--- src/rtl/mssd_pkg.sv ---
// Shared types and helpers for the multiport serial demultiplexer.
package mssd_pkg;

    typedef enum logic [2:0] {
        IDLE = 3'd0,
        ADDR = 3'd1,
        CNT  = 3'd2,
        PAR  = 3'd3,
        DATA = 3'd4,
        DONE = 3'd5
    } state_t;

    // Active-low segment patterns, bit order {g,f,e,d,c,b,a}
    localparam logic [6:0] SEG_BLANK = 7'b1111111;
    localparam logic [6:0] SEG_ZERO  = 7'b1000000;

    // Standard hex glyphs for a single seven-segment digit
    function automatic logic [6:0] hex_to_seg(input logic [3:0] v);
        logic [6:0] s;
        case (v)
            4'h0: s = 7'b1000000;
            4'h1: s = 7'b1111001;
            4'h2: s = 7'b0100100;
            4'h3: s = 7'b0110000;
            4'h4: s = 7'b0011001;
            4'h5: s = 7'b0010010;
            4'h6: s = 7'b0000010;
            4'h7: s = 7'b1111000;
            4'h8: s = 7'b0000000;
            4'h9: s = 7'b0010000;
            4'hA: s = 7'b0001000;
            4'hB: s = 7'b0000011;
            4'hC: s = 7'b1000110;
            4'hD: s = 7'b0100001;
            4'hE: s = 7'b0000110;
            4'hF: s = 7'b0001110;
            default: s = SEG_BLANK;
        endcase
        return s;
    endfunction

endpackage

--- src/rtl/mssd_multi_if.sv ---
// Button/switch inputs and LED/segment outputs of the demultiplexer.
interface mssd_multi_if #(
    parameter int unsigned NPORT = 4
);
    logic             clkpb;
    logic             serin;
    logic [NPORT-1:0] p;
    logic             valid;
    logic             done;
    logic             err;
    logic [6:0]       sevseg;

    modport master (
        output clkpb, serin,
        input  p, valid, done, err, sevseg
    );

    modport slave (
        input  clkpb, serin,
        output p, valid, done, err, sevseg
    );
endinterface

--- src/rtl/mssd_sync_edge.sv ---
// Synchronises the button clock and serial data, and turns each
// button rise into a single-cycle strobe with its sampled data bit.
module mssd_sync_edge #(
    parameter int unsigned SYNC_STAGES = 2
) (
    input  logic clk,
    input  logic rst,
    input  logic clkpb,
    input  logic serin,
    output logic bit_stb,
    output logic ser_bit
);

    logic [SYNC_STAGES-1:0] pb_sync;
    logic [SYNC_STAGES-1:0] ser_sync;
    logic                   pb_prev;

    // Synchroniser chains plus registered rising-edge detect
    always_ff @(posedge clk) begin
        if (rst) begin
            pb_sync  <= '0;
            ser_sync <= '0;
            pb_prev  <= 1'b0;
            bit_stb  <= 1'b0;
            ser_bit  <= 1'b0;
        end else begin
            pb_sync  <= {pb_sync[SYNC_STAGES-2:0], clkpb};
            ser_sync <= {ser_sync[SYNC_STAGES-2:0], serin};
            pb_prev  <= pb_sync[SYNC_STAGES-1];
            bit_stb  <= pb_sync[SYNC_STAGES-1] & ~pb_prev;
            ser_bit  <= ser_sync[SYNC_STAGES-1];
        end
    end

endmodule

--- src/rtl/mssd_multi.sv ---
// Serial-to-multiport demultiplexer: start bit, address, count,
// optional parity bit, then payload bits routed to one output port.
// Optional feature: MSSD_PARITY_EN adds an even-parity bit after the
// count field covering the address and count bits.
module mssd_multi
    import mssd_pkg::*;
#(
    parameter int unsigned NPORT       = 4,
    parameter int unsigned CNT_W       = 4,
    parameter int unsigned SYNC_STAGES = 2
) (
    input  logic       clk,
    input  logic       rst,
    mssd_multi_if.slave bus
);

    localparam int unsigned ADDR_W = $clog2(NPORT);
    localparam int unsigned BCNT_W = 3;
    localparam logic [BCNT_W-1:0] ADDR_LAST = BCNT_W'(ADDR_W - 1);
    localparam logic [BCNT_W-1:0] CNT_LAST  = BCNT_W'(CNT_W - 1);
    localparam logic [ADDR_W:0]   NPORT_LIM = (ADDR_W + 1)'(NPORT);

    logic              bit_stb;
    logic              ser_bit;

    state_t            state_q, state_d;
    logic [ADDR_W-1:0] addr_q, addr_d;
    logic [CNT_W-1:0]  cnt_q, cnt_d;
    logic [BCNT_W-1:0] bcnt_q, bcnt_d;
    logic [NPORT-1:0]  p_q, p_d;
    logic              err_q, err_d;
    logic              valid_q, valid_d;
    logic              done_q, done_d;
    logic [6:0]        seg_q, seg_d;
    logic              addr_bad_c;

    mssd_sync_edge #(
        .SYNC_STAGES(SYNC_STAGES)
    ) u_sync_edge (
        .clk    (clk),
        .rst    (rst),
        .clkpb  (bus.clkpb),
        .serin  (bus.serin),
        .bit_stb(bit_stb),
        .ser_bit(ser_bit)
    );

    assign addr_bad_c = ({1'b0, addr_q} >= NPORT_LIM);

    // State register, field registers and registered outputs
    always_ff @(posedge clk) begin
        if (rst) begin
            state_q <= IDLE;
            addr_q  <= '0;
            cnt_q   <= '0;
            bcnt_q  <= '0;
            p_q     <= '0;
            err_q   <= 1'b0;
            valid_q <= 1'b0;
            done_q  <= 1'b0;
            seg_q   <= SEG_ZERO;
        end else begin
            state_q <= state_d;
            addr_q  <= addr_d;
            cnt_q   <= cnt_d;
            bcnt_q  <= bcnt_d;
            p_q     <= p_d;
            err_q   <= err_d;
            valid_q <= valid_d;
            done_q  <= done_d;
            seg_q   <= seg_d;
        end
    end

    // Frame decoder: advances one step per strobe, outputs follow next state
    always_comb begin
        state_d = state_q;
        addr_d  = addr_q;
        cnt_d   = cnt_q;
        bcnt_d  = bcnt_q;
        p_d     = p_q;
        err_d   = err_q;

        if (bit_stb) begin
            case (state_q)
                IDLE: begin
                    if (!ser_bit) begin
                        state_d = ADDR;
                        addr_d  = '0;
                        cnt_d   = '0;
                        bcnt_d  = '0;
                    end
                end
                ADDR: begin
                    addr_d = ADDR_W'({addr_q, ser_bit});
                    if (bcnt_q == ADDR_LAST) begin
                        bcnt_d  = '0;
                        state_d = CNT;
                    end else begin
                        bcnt_d = bcnt_q + BCNT_W'(1);
                    end
                end
                CNT: begin
                    cnt_d = CNT_W'({cnt_q, ser_bit});
                    if (bcnt_q == CNT_LAST) begin
                        bcnt_d = '0;
`ifdef MSSD_PARITY_EN
                        state_d = PAR;
`else
                        if (cnt_d == '0) begin
                            state_d = DONE;
                        end else begin
                            state_d = DATA;
                            err_d   = addr_bad_c;
                        end
`endif
                    end else begin
                        bcnt_d = bcnt_q + BCNT_W'(1);
                    end
                end
`ifdef MSSD_PARITY_EN
                PAR: begin
                    // Address, count and parity bit together must hold an even number of ones
                    if (^{addr_q, cnt_q, ser_bit}) begin
                        err_d   = 1'b1;
                        state_d = DONE;
                    end else if (cnt_q == '0) begin
                        state_d = DONE;
                    end else begin
                        state_d = DATA;
                        err_d   = addr_bad_c;
                    end
                end
`endif
                DATA: begin
                    p_d   = addr_bad_c ? '0 : (NPORT'(ser_bit) << addr_q);
                    cnt_d = cnt_q - CNT_W'(1);
                    if (cnt_q == CNT_W'(1)) begin
                        state_d = DONE;
                    end
                end
                DONE: begin
                    // Leaving DONE clears the frame; this strobe doubles as an IDLE bit
                    p_d     = '0;
                    err_d   = 1'b0;
                    cnt_d   = '0;
                    addr_d  = '0;
                    bcnt_d  = '0;
                    state_d = ser_bit ? IDLE : ADDR;
                end
                default: begin
                    state_d = IDLE;
                end
            endcase
        end

        valid_d = (state_d == DATA);
        done_d  = (state_d == DONE);
        seg_d   = hex_to_seg(4'(cnt_d));
    end

    assign bus.p      = p_q;
    assign bus.valid  = valid_q;
    assign bus.done   = done_q;
    assign bus.err    = err_q;
    assign bus.sevseg = seg_q;

endmodule
--- src/flat_wrapper.sv ---
// flat-port wrapper written by rule: the top's interface ports become plain ports
module mssd_multi_flat import mssd_pkg::*;
#(
    parameter int unsigned NPORT       = 4,
    parameter int unsigned CNT_W       = 4,
    parameter int unsigned SYNC_STAGES = 2
)
  (clk, rst, bus_clkpb, bus_serin, bus_p, bus_valid, bus_done, bus_err, bus_sevseg);
  mssd_multi_if #(.NPORT(NPORT)) bus_i ();
  input  logic clk;
  input  logic rst;
  input wire logic [$bits(bus_i.clkpb)-1:0] bus_clkpb;
  input wire logic [$bits(bus_i.serin)-1:0] bus_serin;
  output wire logic [$bits(bus_i.p)-1:0] bus_p;
  output wire logic [$bits(bus_i.valid)-1:0] bus_valid;
  output wire logic [$bits(bus_i.done)-1:0] bus_done;
  output wire logic [$bits(bus_i.err)-1:0] bus_err;
  output wire logic [$bits(bus_i.sevseg)-1:0] bus_sevseg;
  assign bus_i.clkpb = bus_clkpb;
  assign bus_i.serin = bus_serin;
  assign bus_p = bus_i.p;
  assign bus_valid = bus_i.valid;
  assign bus_done = bus_i.done;
  assign bus_err = bus_i.err;
  assign bus_sevseg = bus_i.sevseg;
  mssd_multi #(.NPORT(NPORT), .CNT_W(CNT_W), .SYNC_STAGES(SYNC_STAGES)) u_core (.clk(clk), .rst(rst), .bus(bus_i));
endmodule
--- config.mk ---
export PLATFORM = sky130hd
export DESIGN_NAME = mssd_multi_flat
export DESIGN_NICKNAME = d
export VERILOG_FILES = /design/src/rtl/mssd_pkg.sv /design/src/rtl/mssd_multi_if.sv /design/src/rtl/mssd_sync_edge.sv /design/src/rtl/mssd_multi.sv /design/src/flat_wrapper.sv
export SDC_FILE = /design/constraint.sdc
export NUM_CORES = 1
export LEC_CHECK = 0
export CAP_MARGIN = 20
export CORE_MARGIN = 3
export CORE_UTILIZATION = 50
export DETAILED_ROUTE_END_ITERATION = 8
export GPL_TIMING_DRIVEN = 0
export PLACE_DENSITY = 0.71
export SETUP_SLACK_MARGIN = 0.02
export SLEW_MARGIN = 40
export SYNTH_ARGS = -nofsm -noshare
export SYNTH_HDL_FRONTEND = slang
export SYNTH_SLANG_ARGS = --single-unit
--- constraint.sdc ---
create_clock -name clk -period 3.3 [get_ports clk]
set_clock_uncertainty 0.1 [all_clocks]
set_input_delay 0.66 -clock clk [delete_from_list [all_inputs] [get_ports clk]]
set_output_delay 0.66 -clock clk [all_outputs]
set_load 0.01 [all_outputs]
==> results.toml, run 1 <==
[setup_path]
cp.arrival_ns = 2.70
timing.critical_path.slowest_cell_delay_ns = 0.48
path_common_cell = "ha_1"
crit_path_cell_trace = "inv_1, ha_1, nor3b_2, o21ai_1, and2_0, buf_2, ha_1, and2_1, a32o_1, o211ai_1, a31oi_1"
worstSetupStartpointType = "register"
cp_slowest_cell = "dfxtp_1"
setup.worst_path.end_class = "register"
reg2regPathDepth = 11
regToRegStartpoint = "u_core.cnt_q[0]"
worst-endpoint-required_ns = 3.44
critPathMaxFanout = 8
r2r_end = "u_core.bus.sevseg[3]"
worst-setup-path-type = "reg2reg"
reg2reg_slack_ns = 0.74

[routing]
postRouteWirelength_mm = 4.29
drt_pre_antenna_iters = 5
route.detailed.drc = 0
drt_iter0_markers = 115
dr_total_vias = 1622
drt-wirelength-per-cell_um = 15.7
via_per_inst = 5.94
ant_nets = 0

[placement]
detailedPlacementHpwl_mm = 3.10
place.port_buffers = 16
routabilityCongestion = 0.919

[worst_hold_path]
hold-path-cell-count = 1
min_delay_worst_endpoint = "u_core.u_sync_edge.bit_stb"
hold_start = "u_core.u_sync_edge.pb_prev"
worstHoldPathType = "reg2reg"

[floorplanning]
initial_core_util_pct = 53.4
dieWidth_um = 66.4
pin_count = 18
std_cell_rows = 21
die_y_um = 66.4
die-area_um2 = 4410
placeable_core_region_um2 = 3420

[synthesis]
synth_top_flop_cell = "dfxtp_1"
asyncSetResetFlopFracSynth_pct = 0
syn-instance-count = 203
synth_area_leaders = "dfxtp_1 35%, ha_1 6.2%, nor2_1 4.1%, inv_1 3.1%, nor2b_1 3.1%"
post_synthesis_instance_area_um2 = 1820
synth.avg_cell_area_um2 = 8.98
synth.net_count = 216
portion_of_synthesized_cell_area_occupied_by_the_leading_cell_type_pct = 35.1
yosysTopAreaCell = "dfxtp_1"
number_of_distinct_library_cells_after_synthesis = 62
synth_sequential_area_ratio_pct = 35.1
synth-warning-count = 0
postSynthRegisterBits = 32
synth_enable_flop_cells = 0

[timing]
setup-violations-final = 0
fin_tns_setup_ns = 0
unrepaired_setup_endpoints_after_global_routing = "no"
post-route-period-util_pct = 77.7
fmax_mhz = 390
clock_period_minus_worst_slack_ns = 2.56
final-hold-violation-count = 0
worst_slew_margin_rel_pct = 57.3
final-max-slew-violation-count = 0
worst_slew_pin_tran_ns = 0.638

[clocking]
clkLatencyLatePin_ns = 0.34
clkSinkCount = 32
cts.repair.resized = 0
clk_root_buffer_cell = "clkbuf_4"
ctsHtreeMaxLevel = 2
cts_hold_repair.buffers = 0
clockBufferDepth = 2
tritoncts.num_buffers = 5
tritoncts = "yes"
clock_transition_at_the_registers_of_the_reported_paths_ns = 0.12
post-cts-setup-buffers = 0

[cells_and_area]
util_after_layout_pct = 62.1
final_cell_mix = "32 x dfxtp_1, 20 x nor2_1, 16 x clkdlybuf4s50_1, 15 x inv_1"
synthToLayoutAreaGrowth_pct = 16.3
drive_gt1_share_pct = 15.0
mostFrequentLayoutCell = "dfxtp_1"
num-nets-final = 239
n_fill_cell = 315
antenna_cells = 0

[global_route]
number_of_antenna_violations_at_the_first_check_in_global_routing = 0
global_route.overflow_total = 0
grt_max_degree = 12
first_pass_grt_wire_length_mm = 7.16
grtUsageTotal_pct = 21.0
first_global_vias = 1584

[status]
status = "finished clean"

[run]
cap_viol_max_count = 0

[power]
power.density_cell_area_nw_per_um2 = 369
p_leak_nw = 0.778
power.ir.vdd_worst_mv = 0.257
[worst max-delay path by stage]
stage	start	cells after the start	to
4_1_cts	u_core.cnt_q[0]	11	u_core.bus.sevseg[3]
3_3_place_gp	u_core.cnt_q[0]	11	u_core.bus.sevseg[3]
5_1_grt	u_core.cnt_q[0]	11	u_core.bus.sevseg[3]
6_report	u_core.cnt_q[0]	11	u_core.bus.sevseg[3]
3_5_place_dp	u_core.cnt_q[0]	11	u_core.bus.sevseg[3]
2_1_floorplan	u_core.cnt_q[1]	11	u_core.bus.sevseg[3]
[per-stage QoR]
stage                     area (um2)  setup slack [ns]  hold WS, ns  total power, mW  instances
final                           2120             0.737        0.288            0.782        273
after global routing            2120             0.607        0.323            0.807        273
after CTS                       2120             0.734        0.294            0.786        273
after detailed placement        2040             0.754        0.279            0.490        265
after global placement          2040             0.787        0.277            0.487        265
after floorplan                 1820             0.964        0.267            0.467        203
[synthesized netlist by cell type, types with 2 or more instances]
master and number:
a31oi_1 4, ha_1 9, nor3_1 3, dfxtp_1 32, inv_1 15, nand4_1 5
nand3b_1 2, nand3_1 5, a21oi_1 10, o311ai_4 2, o2111ai_1 2, o21ai_0 4
a311oi_1 2, nand2_1 10, and2b_1 2, a32oi_1 5, a211oi_1 2, nor2_1 20
nor4_1 2, nand4b_1 2, buf_6 2, buf_2 3, o211ai_1 4, and2_1 2
clkbuf_2 2, mux2i_1 2, buf_4 5, nor2b_1 9, or2_2 2, nand2b_1 2
[report_power, final]
part | total, mW | switching [mW] | leakage, nW | internal (mW)
Clock | 0.300 | 0.142 | 0.0412 | 0.158
Combinational | 0.0834 | 0.0468 | 0.478 | 0.0366
Sequential | 0.399 | 0.00494 | 0.259 | 0.394
Total | 0.782 | 0.194 | 0.778 | 0.588
[state kept, by name, summed over array words and instances, names as in the netlist]
signal and cells:
u_core.bus.p 4, u_core.u_sync_edge.bit_stb 1, u_core.u_sync_edge.pb_prev 1, u_core.bus.done 1
u_core.bus.sevseg 7, u_core.state_q 3, u_core.u_sync_edge.ser_bit 1, u_core.cnt_q 4
u_core.u_sync_edge.ser_sync 2, u_core.bus.valid 1, u_core.addr_q 2, u_core.u_sync_edge.pb_sync 2
u_core.bcnt_q 3
[critical path, delay by kind of cell (launching register included)]
family	cells	cell delay, ns
AOI/OAI and AO/OA	4	0.65
adders and majority gates	2	0.52
and+or+nand+nor	3	0.50
DFF	1	0.48
buffers and inverters	2	0.24
[logic make-up (layout without fill, tap and decap cells)]
family	after synthesis	in the layout	share of synthesized area, %
buffers and inverters	28	52	7.96
multiplexers	2	2	1.10
other	1	1	0.206
flip-flops	32	32	35.1
AO/OA/AOI/OAI	51	51	23.8
adder cells (fa/ha/maj)	9	9	6.18
AND/OR/NAND/NOR	80	80	25.6
[area by class of cell]
type                       instances  area, um2  area share, %
timing repair buffer              16        160           7.55
clock inverter                     3       42.5           2.01
clock buffer                       5       37.5           1.77
sequential                        32        641           30.2
multi-input combinational        143       1040           48.9
inverter                          15       56.3           2.65
buffer                            13       88.8           4.19
tap                               46       57.6           2.71
[metal layers]
layer | global-route usage [%] | vias up | routed length (um)
met3 | 4.59 | 9 | 225
met4 | 10.2 | 0 | 87
met5 | 0 | - | 0
li1 | - | 784 | -
met1 | 25.9 | 759 | 1890
met2 | 34.3 | 70 | 2090
Note: power is estimated with default switching activity, not from simulation.
==> run 2, diff against run 1 <==
==> constraint.sdc (replaced) <==
create_clock -name clk -period 2.39 [get_ports clk]
set_clock_uncertainty 0.1 [all_clocks]
set_input_delay 0.478 -clock clk [delete_from_list [all_inputs] [get_ports clk]]
set_output_delay 0.478 -clock clk [all_outputs]
set_load 0.01 [all_outputs]
==> results.toml, run 2 (synthesis results as in run 1) <==
[clocking]
tritoncts = "yes"
cts_hold_repair.buffers = 0
clkLatencyLatePin_ns = 0.35
clock_transition_at_the_registers_of_the_reported_paths_ns = 0.12
clockBufferDepth = 2
tritoncts.num_buffers = 5
clkSinkCount = 32
clk_root_buffer_cell = "clkbuf_4"
ctsHtreeMaxLevel = 2

[timing]
final-max-slew-violation-count = 0
fin_ws_ns = 0.0817
worst_slew_pin_tran_ns = 0.616
worst_slew_margin_rel_pct = 58.7
fmax_mhz = 433
post-route-period-util_pct = 96.6
setup-violations-final = 0
fin_tns_setup_ns = 0
clock_period_minus_worst_slack_ns = 2.31
final-hold-violation-count = 0
worst_slack_on_hold_paths_ns = 0.288

[power]
p_int_uw = 814
clockPowerShare_pct = 38.3
p_switching_uw = 274
power.switching_fraction_pct = 25.2
power.density_cell_area_nw_per_um2 = 482
power.sequential.fraction_pct = 50.4
power_frac_comb_pct = 11.3
power.ir.vdd_worst_mv = 0.403
total_power_mw = 1.09
p_leak_nw = 0.844

[setup_path]
setup.worst_path.end_class = "register"
cpLargestDelayFamily = "compound AO/OA/AOI/OAI gates"
worst-endpoint-required_ns = 2.57
crit_path_cell_trace = "buf_6, or2_4, o311ai_4, and2_0, buf_4, ha_1, inv_1, a311oi_2, o211ai_1, a31oi_1"
worst-setup-path-type = "reg2reg"
worstSetupStartpointType = "register"
cp_slowest_cell = "dfxtp_2"
cp.arrival_ns = 2.49
timing.critical_path.slowest_cell_delay_ns = 0.36
reg2regPathDepth = 10
crit_cells = 10
critPathMaxFanout = 10
buffering_stage_count_on_the_worst_path_with_inverters_included = 3

[routing]
ant_nets = 0
route.detailed.drc = 0
drt_pre_antenna_iters = 4
via_per_inst = 5.95
drt-wirelength-per-cell_um = 16.3
postRouteWirelength_mm = 4.60
dr_total_vias = 1685
drt_iter0_markers = 142

[cells_and_area]
n_fill_cell = 288
antenna_cells = 0
number_of_flip_flops_in_the_largest_register = 7
util_after_layout_pct = 66.2
synthToLayoutAreaGrowth_pct = 24.0
num-nets-final = 249
final_cell_mix = "28 x dfxtp_1, 20 x nor2_1, 16 x buf_4, 16 x clkdlybuf4s50_1, 14 x inv_1"
drive_gt1_share_pct = 24.5
mostFrequentLayoutCell = "dfxtp_1"

[global_route]
grtUsageTotal_pct = 21.9
grt_max_degree = 12
number_of_antenna_violations_at_the_first_check_in_global_routing = 0
first_pass_grt_wire_length_mm = 7.44
first_global_vias = 1625
global_route.overflow_total = 0

[worst_hold_path]
worstHoldPathType = "reg2reg"
hold-path-cell-count = 1

[floorplanning]
die_y_um = 66.4
initial_core_util_pct = 53.4
pin_count = 18
dieWidth_um = 66.4
placeable_core_region_um2 = 3420
die-area_um2 = 4410
std_cell_rows = 21

[placement]
detailedPlacementHpwl_mm = 3.10
dpl_worst_slack_ns = -0.156
place.port_buffers = 16
routabilityCongestion = 0.919

[status]
status = "finished clean"

[run]
cap_viol_max_count = 0
[run 2: cell types whose count changed in the layout (fill, tap and decap cells not counted), moves of 2 or more]
cell and change:
ha_4 +2, dfxtp_2 +2, dfxtp_1 -4, buf_4 +11, dfxtp_4 +2, ha_1 -2
[run 2: worst reg2reg max path: stages, from the launching register on]
cell	delay, ns
dfxtp_2	0.36
buf_6	0.14
or2_4	0.27
o311ai_4	0.32
and2_0	0.19
buf_4	0.15
ha_1	0.14
inv_1	0.07
a311oi_2	0.22
o211ai_1	0.11
a31oi_1	0.19
[run 2: stage by stage]
step	instances	area, um2
2_1_floorplan	203	1820
3_3_place_gp	265	2040
3_5_place_dp	265	2040
4_1_cts	276	2170
5_1_grt	283	2260
6_report	283	2260
[run 2: layout make-up]
| class | count | area [um2] | area share, % |
|---|---|---|---|
| plain buffers | 13 | 91.3 | 4.04 |
| clock buffers | 5 | 37.5 | 1.66 |
| clock inverters | 3 | 42.5 | 1.88 |
| inverters | 15 | 56.3 | 2.49 |
| multi-input cells | 143 | 1090 | 48.2 |
| flip-flops and latches | 32 | 651 | 28.8 |
| well taps | 46 | 57.6 | 2.55 |
| repair buffers | 26 | 235 | 10.4 |
[run 2: timing repair]
action / 4_1_cts / 5_1_grt
setup endpoints to repair: 2 / 2
endpoints found under the hold margin: 0 / 0
gates cloned: 0 / 0
gates resized for setup: 10 / 8
pin swaps: 2 / 6
buffers inserted: 3 / 7
[run 2: power groups by stage]
stage | Combinational (mW) | Clock, mW | Sequential (mW)
3_3_place_gp | 0.110 | 0 | 0.562
3_5_place_dp | 0.113 | 0 | 0.563
4_1_cts | 0.116 | 0.421 | 0.548
2_1_floorplan | 0.0812 | 0 | 0.563
6_report | 0.123 | 0.417 | 0.549
5_1_grt | 0.133 | 0.436 | 0.550
[run 2: path summary, 6_finish.rpt]
| path | startpoint | to | slack, ns |
|---|---|---|---|
| hold reg to reg | u_core.u_sync_edge.pb_prev | u_core.u_sync_edge.bit_stb | 0.29 |
| setup / recovery | u_core.state_q[2] | u_core.bus.sevseg[3] | 0.08 |
| setup reg to reg | u_core.state_q[2] | u_core.bus.sevseg[3] | 0.08 |
| hold / removal | u_core.u_sync_edge.pb_prev | u_core.u_sync_edge.bit_stb | 0.29 |
[run 2: routing by layer]
metal  routed length (um)  vias to the layer above  GRT usage, %
met2                 2250                       60          36.2
met4                  128                        0          8.88
met5                    0                        -             0
li1                     -                      800             -
met1                 2010                      807          27.6
met3                  215                       18          4.25
